`src/rtl/imem_loader.sv`:
```
// Boot-time instruction-memory writer: LEN byte, then 4*LEN data bytes written at ascending addresses.
// Optional trailing XOR checksum byte when IMEM_LOADER_CHECKSUM_EN is defined.
module imem_loader #(
  parameter int ADDR_W    = 8,
  parameter int MEM_BYTES = 256,
  parameter int BASE_ADDR = 0
) (
  input  logic              clk,
  input  logic              reset_n,
  input  logic              start,
  input  logic [7:0]        rx_data,
  input  logic              rx_valid,
  output logic              rx_ready,
  output logic              mem_we,
  output logic [ADDR_W-1:0] mem_addr,
  output logic [7:0]        mem_wdata,
  output logic              busy,
  output logic              done,
  output logic              cpu_hold,
  output logic              err
);

  // state  | meaning
  // IDLE   | no session; waits for start (after reset or a rejected session)
  // GETLEN | waiting for the word-count byte
  // LOAD   | accepting data bytes; with count at zero it drains the final write
  // CSUM   | waiting for the checksum byte (checksum build only)
  // FIN    | one settle cycle so the last write commits
  // DONE   | image loaded, core released; start opens a new session

  localparam logic [8:0]        MAX_WORDS = 9'(MEM_BYTES / 4);
  localparam logic [ADDR_W-1:0] BASE      = ADDR_W'(BASE_ADDR);
  localparam logic [ADDR_W-1:0] LAST      = ADDR_W'(MEM_BYTES - 1);

  typedef enum logic [2:0] {
    S_IDLE, S_GETLEN, S_LOAD, S_CSUM, S_FIN, S_DONE
  } state_t;

  state_t            state;
  logic [9:0]        cnt;
  logic [ADDR_W-1:0] ptr;
  logic              accept;
`ifdef IMEM_LOADER_CHECKSUM_EN
  logic [7:0]        csum;
`endif

  assign accept = rx_valid & rx_ready;

  always_ff @(posedge clk or negedge reset_n) begin
    if (!reset_n) begin
      state     <= S_IDLE;
      rx_ready  <= 1'b0;
      mem_we    <= 1'b0;
      mem_addr  <= '0;
      mem_wdata <= '0;
      busy      <= 1'b0;
      done      <= 1'b0;
      cpu_hold  <= 1'b1;
      err       <= 1'b0;
      cnt       <= '0;
      ptr       <= '0;
`ifdef IMEM_LOADER_CHECKSUM_EN
      csum      <= '0;
`endif
    end else begin
      mem_we <= 1'b0;
      case (state)
        S_IDLE, S_DONE: begin
          if (start) begin
            state    <= S_GETLEN;
            rx_ready <= 1'b1;
            busy     <= 1'b1;
            done     <= 1'b0;
            err      <= 1'b0;
            cpu_hold <= 1'b1;
            ptr      <= BASE;
`ifdef IMEM_LOADER_CHECKSUM_EN
            csum     <= '0;
`endif
          end
        end
        S_GETLEN: begin
          if (accept) begin
            if ({1'b0, rx_data} > MAX_WORDS) begin
              err      <= 1'b1;
              busy     <= 1'b0;
              rx_ready <= 1'b0;
              state    <= S_IDLE;
            end else if (rx_data == 8'd0) begin
`ifdef IMEM_LOADER_CHECKSUM_EN
              state    <= S_CSUM;
`else
              state    <= S_FIN;
              rx_ready <= 1'b0;
`endif
            end else begin
              state <= S_LOAD;
              cnt   <= {rx_data, 2'b00};
            end
          end
        end
        S_LOAD: begin
          // count reaching zero here means the last write is on the bus this cycle
          if (cnt == 10'd0) begin
            state <= S_FIN;
          end else if (accept) begin
            mem_we    <= 1'b1;
            mem_addr  <= ptr;
            mem_wdata <= rx_data;
            ptr       <= (ptr == LAST) ? '0 : ptr + 1'b1;
            cnt       <= cnt - 10'd1;
`ifdef IMEM_LOADER_CHECKSUM_EN
            csum      <= csum ^ rx_data;
            if (cnt == 10'd1) state <= S_CSUM;
`else
            if (cnt == 10'd1) rx_ready <= 1'b0;
`endif
          end
        end
`ifdef IMEM_LOADER_CHECKSUM_EN
        S_CSUM: begin
          if (accept) begin
            rx_ready <= 1'b0;
            if (rx_data == csum) begin
              state <= S_FIN;
            end else begin
              err   <= 1'b1;
              busy  <= 1'b0;
              state <= S_IDLE;
            end
          end
        end
`endif
        S_FIN: begin
          state    <= S_DONE;
          done     <= 1'b1;
          busy     <= 1'b0;
          cpu_hold <= 1'b0;
          rx_ready <= 1'b0;
        end
        default: state <= S_IDLE;
      endcase
    end
  end

endmodule

```
`config.mk`:
```
export PLATFORM = sky130hd
export DESIGN_NAME = imem_loader
export DESIGN_NICKNAME = d
export VERILOG_FILES = /design/src/rtl/imem_loader.sv
export SDC_FILE = /design/constraint.sdc
export NUM_CORES = 1
export LEC_CHECK = 0
export ABC_AREA = 1
export BUFFER_PORTS_ARGS = -buffer_cell sky130_fd_sc_hd__buf_2
export CAP_MARGIN = 20
export CORE_ASPECT_RATIO = 1.4
export CORE_UTILIZATION = 50
export CTS_CLUSTER_SIZE = 14
export DETAILED_ROUTE_END_ITERATION = 12
export HOLD_SLACK_MARGIN = 0.12
export PLACE_DENSITY = 0.79
export SYNTH_ARGS = -nofsm -noshare
export SYNTH_HDL_FRONTEND = slang
export SYNTH_SLANG_ARGS = --single-unit
```
`constraint.sdc`:
```
create_clock -name clk -period 1.7 [get_ports clk]
set_input_delay 0.17 -clock clk [delete_from_list [all_inputs] [get_ports clk]]
set_output_delay 0.17 -clock clk [all_outputs]
set_load 0.1 [all_outputs]
```
==> impl_metrics.sql <==
INSERT INTO impl_metrics (metric_group, metric, value, unit) VALUES
('outcome', 'status', 'finished clean', ''),
('die', 'io-pin-count', '34', ''),
('clock_tree', 'worst_skew_pair.late_latency', '0.29', 'ns'),
('grt', 'pin_count_of_the_biggest_net_entering_global_routing', '18', ''),
('power', 'power.density', '1780', 'nW/um2'),
('detailed_routing', 'dr_total_vias', '2113', ''),
('sta', 'grt_setup_unrepaired', 'true', ''),
('sta', 'tightestPinTransition', '0.497', 'ns'),
('critical_path', 'max_stage_delay', '0.45', 'ns'),
('yosys', 'post_synth_main_area_contributors', 'sky130_fd_sc_hd__dfrtp_1, sky130_fd_sc_hd__nand2_1, sky130_fd_sc_hd__nand3_1', ''),
('placement', 'io_buffer_count', '33', ''),
('min_path', 'hold-path-cell-count', '3', ''),
('clock_tree', 'tritoncts', 'done', ''),
('min_path', 'hold_path.class', 'input pin to register', ''),
('yosys', 'post_synth_num_cell_types', '30', ''),
('finish', 'layout_cell_share_with_drive_strength_beyond_1', '21.1', '%'),
('die', 'core-area', '4500', 'um2'),
('die', 'floorplan.die_area', '4950', 'um2'),
('critical_path', 'timing.critical_path.to_type', 'register', ''),
('yosys', 'syn_inst', '308', ''),
('finish', 'design.final.nets', '370', ''),
('yosys', 'syn-num-nets', '323', ''),
('critical_path', 'reg2reg_depth', '8', ''),
('detailed_routing', 'antenna_violating_nets_post_route', '0', ''),
('detailed_routing', 'dr.pass1.iters', '4', ''),
('sta', 'max-slew-margin-rel', '67.1', '%'),
('yosys', 'mappedNetlistArea', '2330', 'um2'),
('sta', 'slew_viol_final', '0', ''),
('yosys', 'synth.yosys.seq_area_share', '46.2', '%'),
('clock_tree', 'clockBufferDepth', '2', ''),
('finish', 'post_layout_nonfiller_instances', '418', ''),
('flow_run', 'max_cap_violations', '0', ''),
('yosys', 'synthesis.area_per_instance', '7.57', 'um2'),
('finish', 'diodes', '0', ''),
('detailed_routing', 'drc', '0', ''),
('min_path', 'hold_end', 'mem_wdata[6]', ''),
('min_path', 'holdCritStartpoint', 'rx_data[6]', ''),
('clock_tree', 'clkSlewWorstSetupHoldPaths', '0.08', 'ns'),
('clock_tree', 'h-tree-depth', '2', ''),
('clock_tree', 'cts_bufs_inserted', '5', ''),
('die', 'start_util', '51.8', '%'),
('finish', 'areaGrowthSynthToFinish', '18.8', '%'),
('sta', 'setup_viol', '0', ''),
('yosys', 'yosysTopAreaCellShare', '45.1', '%'),
('sta', 'fin_crit_sh', '91.4', '%'),
('grt', 'grt.total_usage', '22.4', '%'),
('power', 'p_total', '0.00493', 'W'),
('detailed_routing', 'route.detailed.vias_per_inst', '5.06', ''),
('placement', 'dpl_wire_length', '4020', 'um'),
('grt', 'via_count_of_the_first_global_routing_pass', '2008', ''),
('placement', 'placed_area', '2650', 'um2'),
('sta', 'worst_clock_skew', '0.00390', 'ns'),
('power', 'leakage', '1.47', 'nW'),
('finish', 'area_of_all_placed_cells_without_fillers', '2770', 'um2'),
('yosys', 'postSynth.topFlopCell', 'sky130_fd_sc_hd__dfrtp_1', ''),
('yosys', 'synth.cells.most_frequent', 'sky130_fd_sc_hd__nand2_1, sky130_fd_sc_hd__dfrtp_1, sky130_fd_sc_hd__inv_1', ''),
('clock_tree', 'postCtsSetupBuffers', '0', ''),
('critical_path', 'cp.required', '1.93', 'ns'),
('clock_tree', 'ctsRootBufferMaster', 'sky130_fd_sc_hd__clkbuf_8', ''),
('detailed_routing', 'drt-initial-drc-count', '88', ''),
('critical_path', 'reg2reg_to', 'cnt[3]', ''),
('critical_path', 'data_arrival_time_of_the_critical_path', '1.79', 'ns'),
('yosys', 'synth_largest_area_cell', 'sky130_fd_sc_hd__dfrtp_1', ''),
('die', 'die_height', '82.8', 'um'),
('critical_path', 'worstSetupPathType', 'register to register', ''),
('yosys', 'synth-edff-count', '0', ''),
('grt', 'grt_pass1_wl', '8490', 'um'),
('die', 'fp.dieW', '59.7', 'um'),
('critical_path', 'critical_path.max_fanout', '9', ''),
('sta', 'max_freq', '0.643', 'GHz'),
('power', 'max-vdd-ir-drop', '1.27', 'mV');
## layout make-up
| class | count | area (um2) |
|---|---|---|
| repair buffers | 46 | 290 |
| fillers | 438 | 1730 |
| clock inverters | 2 | 12.5 |
| multi-input cells | 226 | 1110 |
| well taps | 62 | 77.6 |
| flip-flops and latches | 43 | 1080 |
| inverters | 33 | 125 |
| clock buffers | 6 | 72.6 |
## layer usage
layer | vias to the layer above | GRT usage, % | share of wire (%)
met2 | 36 | 39.6 | 53
li1 | 1076 | - | -
met5 | - | 0 | 0
met3 | 7 | 3.74 | 2.7
met1 | 994 | 25.8 | 42
met4 | 0 | 8.88 | 1.8
## worst max-delay path by stage
| stage | start | end | slack (ns) | cells past startpoint |
|---|---|---|---|---|
| floorplan | rx_ready | ptr[0] | 0.14 | 8 |
| global placement | cnt[0] | ptr[7] | 0.10 | 10 |
| detailed placement | cnt[0] | ptr[7] | 0.05 | 10 |
| CTS | cnt[0] | ptr[7] | 0.03 | 10 |
| global route | cnt[1] | cnt[3] | -0.007 | 10 |
| finish | state[0] | cnt[3] | 0.15 | 8 |
## per-stage QoR
stage,TNS (ns),setup slack [ns]
floorplan,0,0.135
global route,-0.00681,-0.00681
detailed placement,0,0.0468
CTS,0,0.0345
global placement,0,0.103
finish,0,0.146
## cell usage in the layout (no fill, tap or decap), drive strengths merged
master	synthesis	final
o21bai	4	4
clkbuf	1	6
a21oi	1	1
or2	2	2
a22oi	1	1
ha	3	3
nor2	27	27
dlygate4sd3	0	1
inv	31	31
xnor2	1	1
o21ai	39	39
buf	5	45
nand3	28	28
nand2	112	112
nor3	2	2
nand3b	1	1
dfstp	1	1
clkinvlp	0	1
clkinv	2	3
dfrtp	42	42
nand4	5	5
## power breakdown
part / total (W) / internal (W) / switching (W)
combinational: 0.00276 / 0.000656 / 0.00210
clock: 0.000630 / 0.000287 / 0.000343
sequential: 0.00154 / 0.00131 / 0.000237
## critical path, delay by kind of cell, from the launching register on
family	cells	cell delay [ns]
and+or+nand+nor	6	0.74
DFF	1	0.45
buffers and inverters	2	0.29
## what timing repair did
item,4_1_cts,5_1_grt
endpoints found under the hold margin,15,0
setup endpoints to repair,0,32
gates resized for setup,0,6
hold buffers,1,0
## state kept, by name (all words and copies together) (netlist names)
register	cells
mem_addr	8
state	3
done	1
rx_ready	1
err	1
busy	1
mem_wdata	8
mem_we	1
ptr	8
cnt	10
cpu_hold	1
## cells by family (layout without fill, tap and decap cells)
| family | count (synthesis) | count (layout) | synth area share (%) |
|---|---|---|---|
| XOR/XNOR | 1 | 1 | 0.376 |
| buffers and inverters | 39 | 87 | 7.13 |
| adder cells (fa/ha/maj) | 3 | 3 | 1.61 |
| AO/OA/AOI/OAI | 45 | 45 | 11.2 |
| AND/OR/NAND/NOR | 177 | 177 | 33.5 |
| flip-flops | 43 | 43 | 46.2 |
Power figures use the tool's default switching activity.
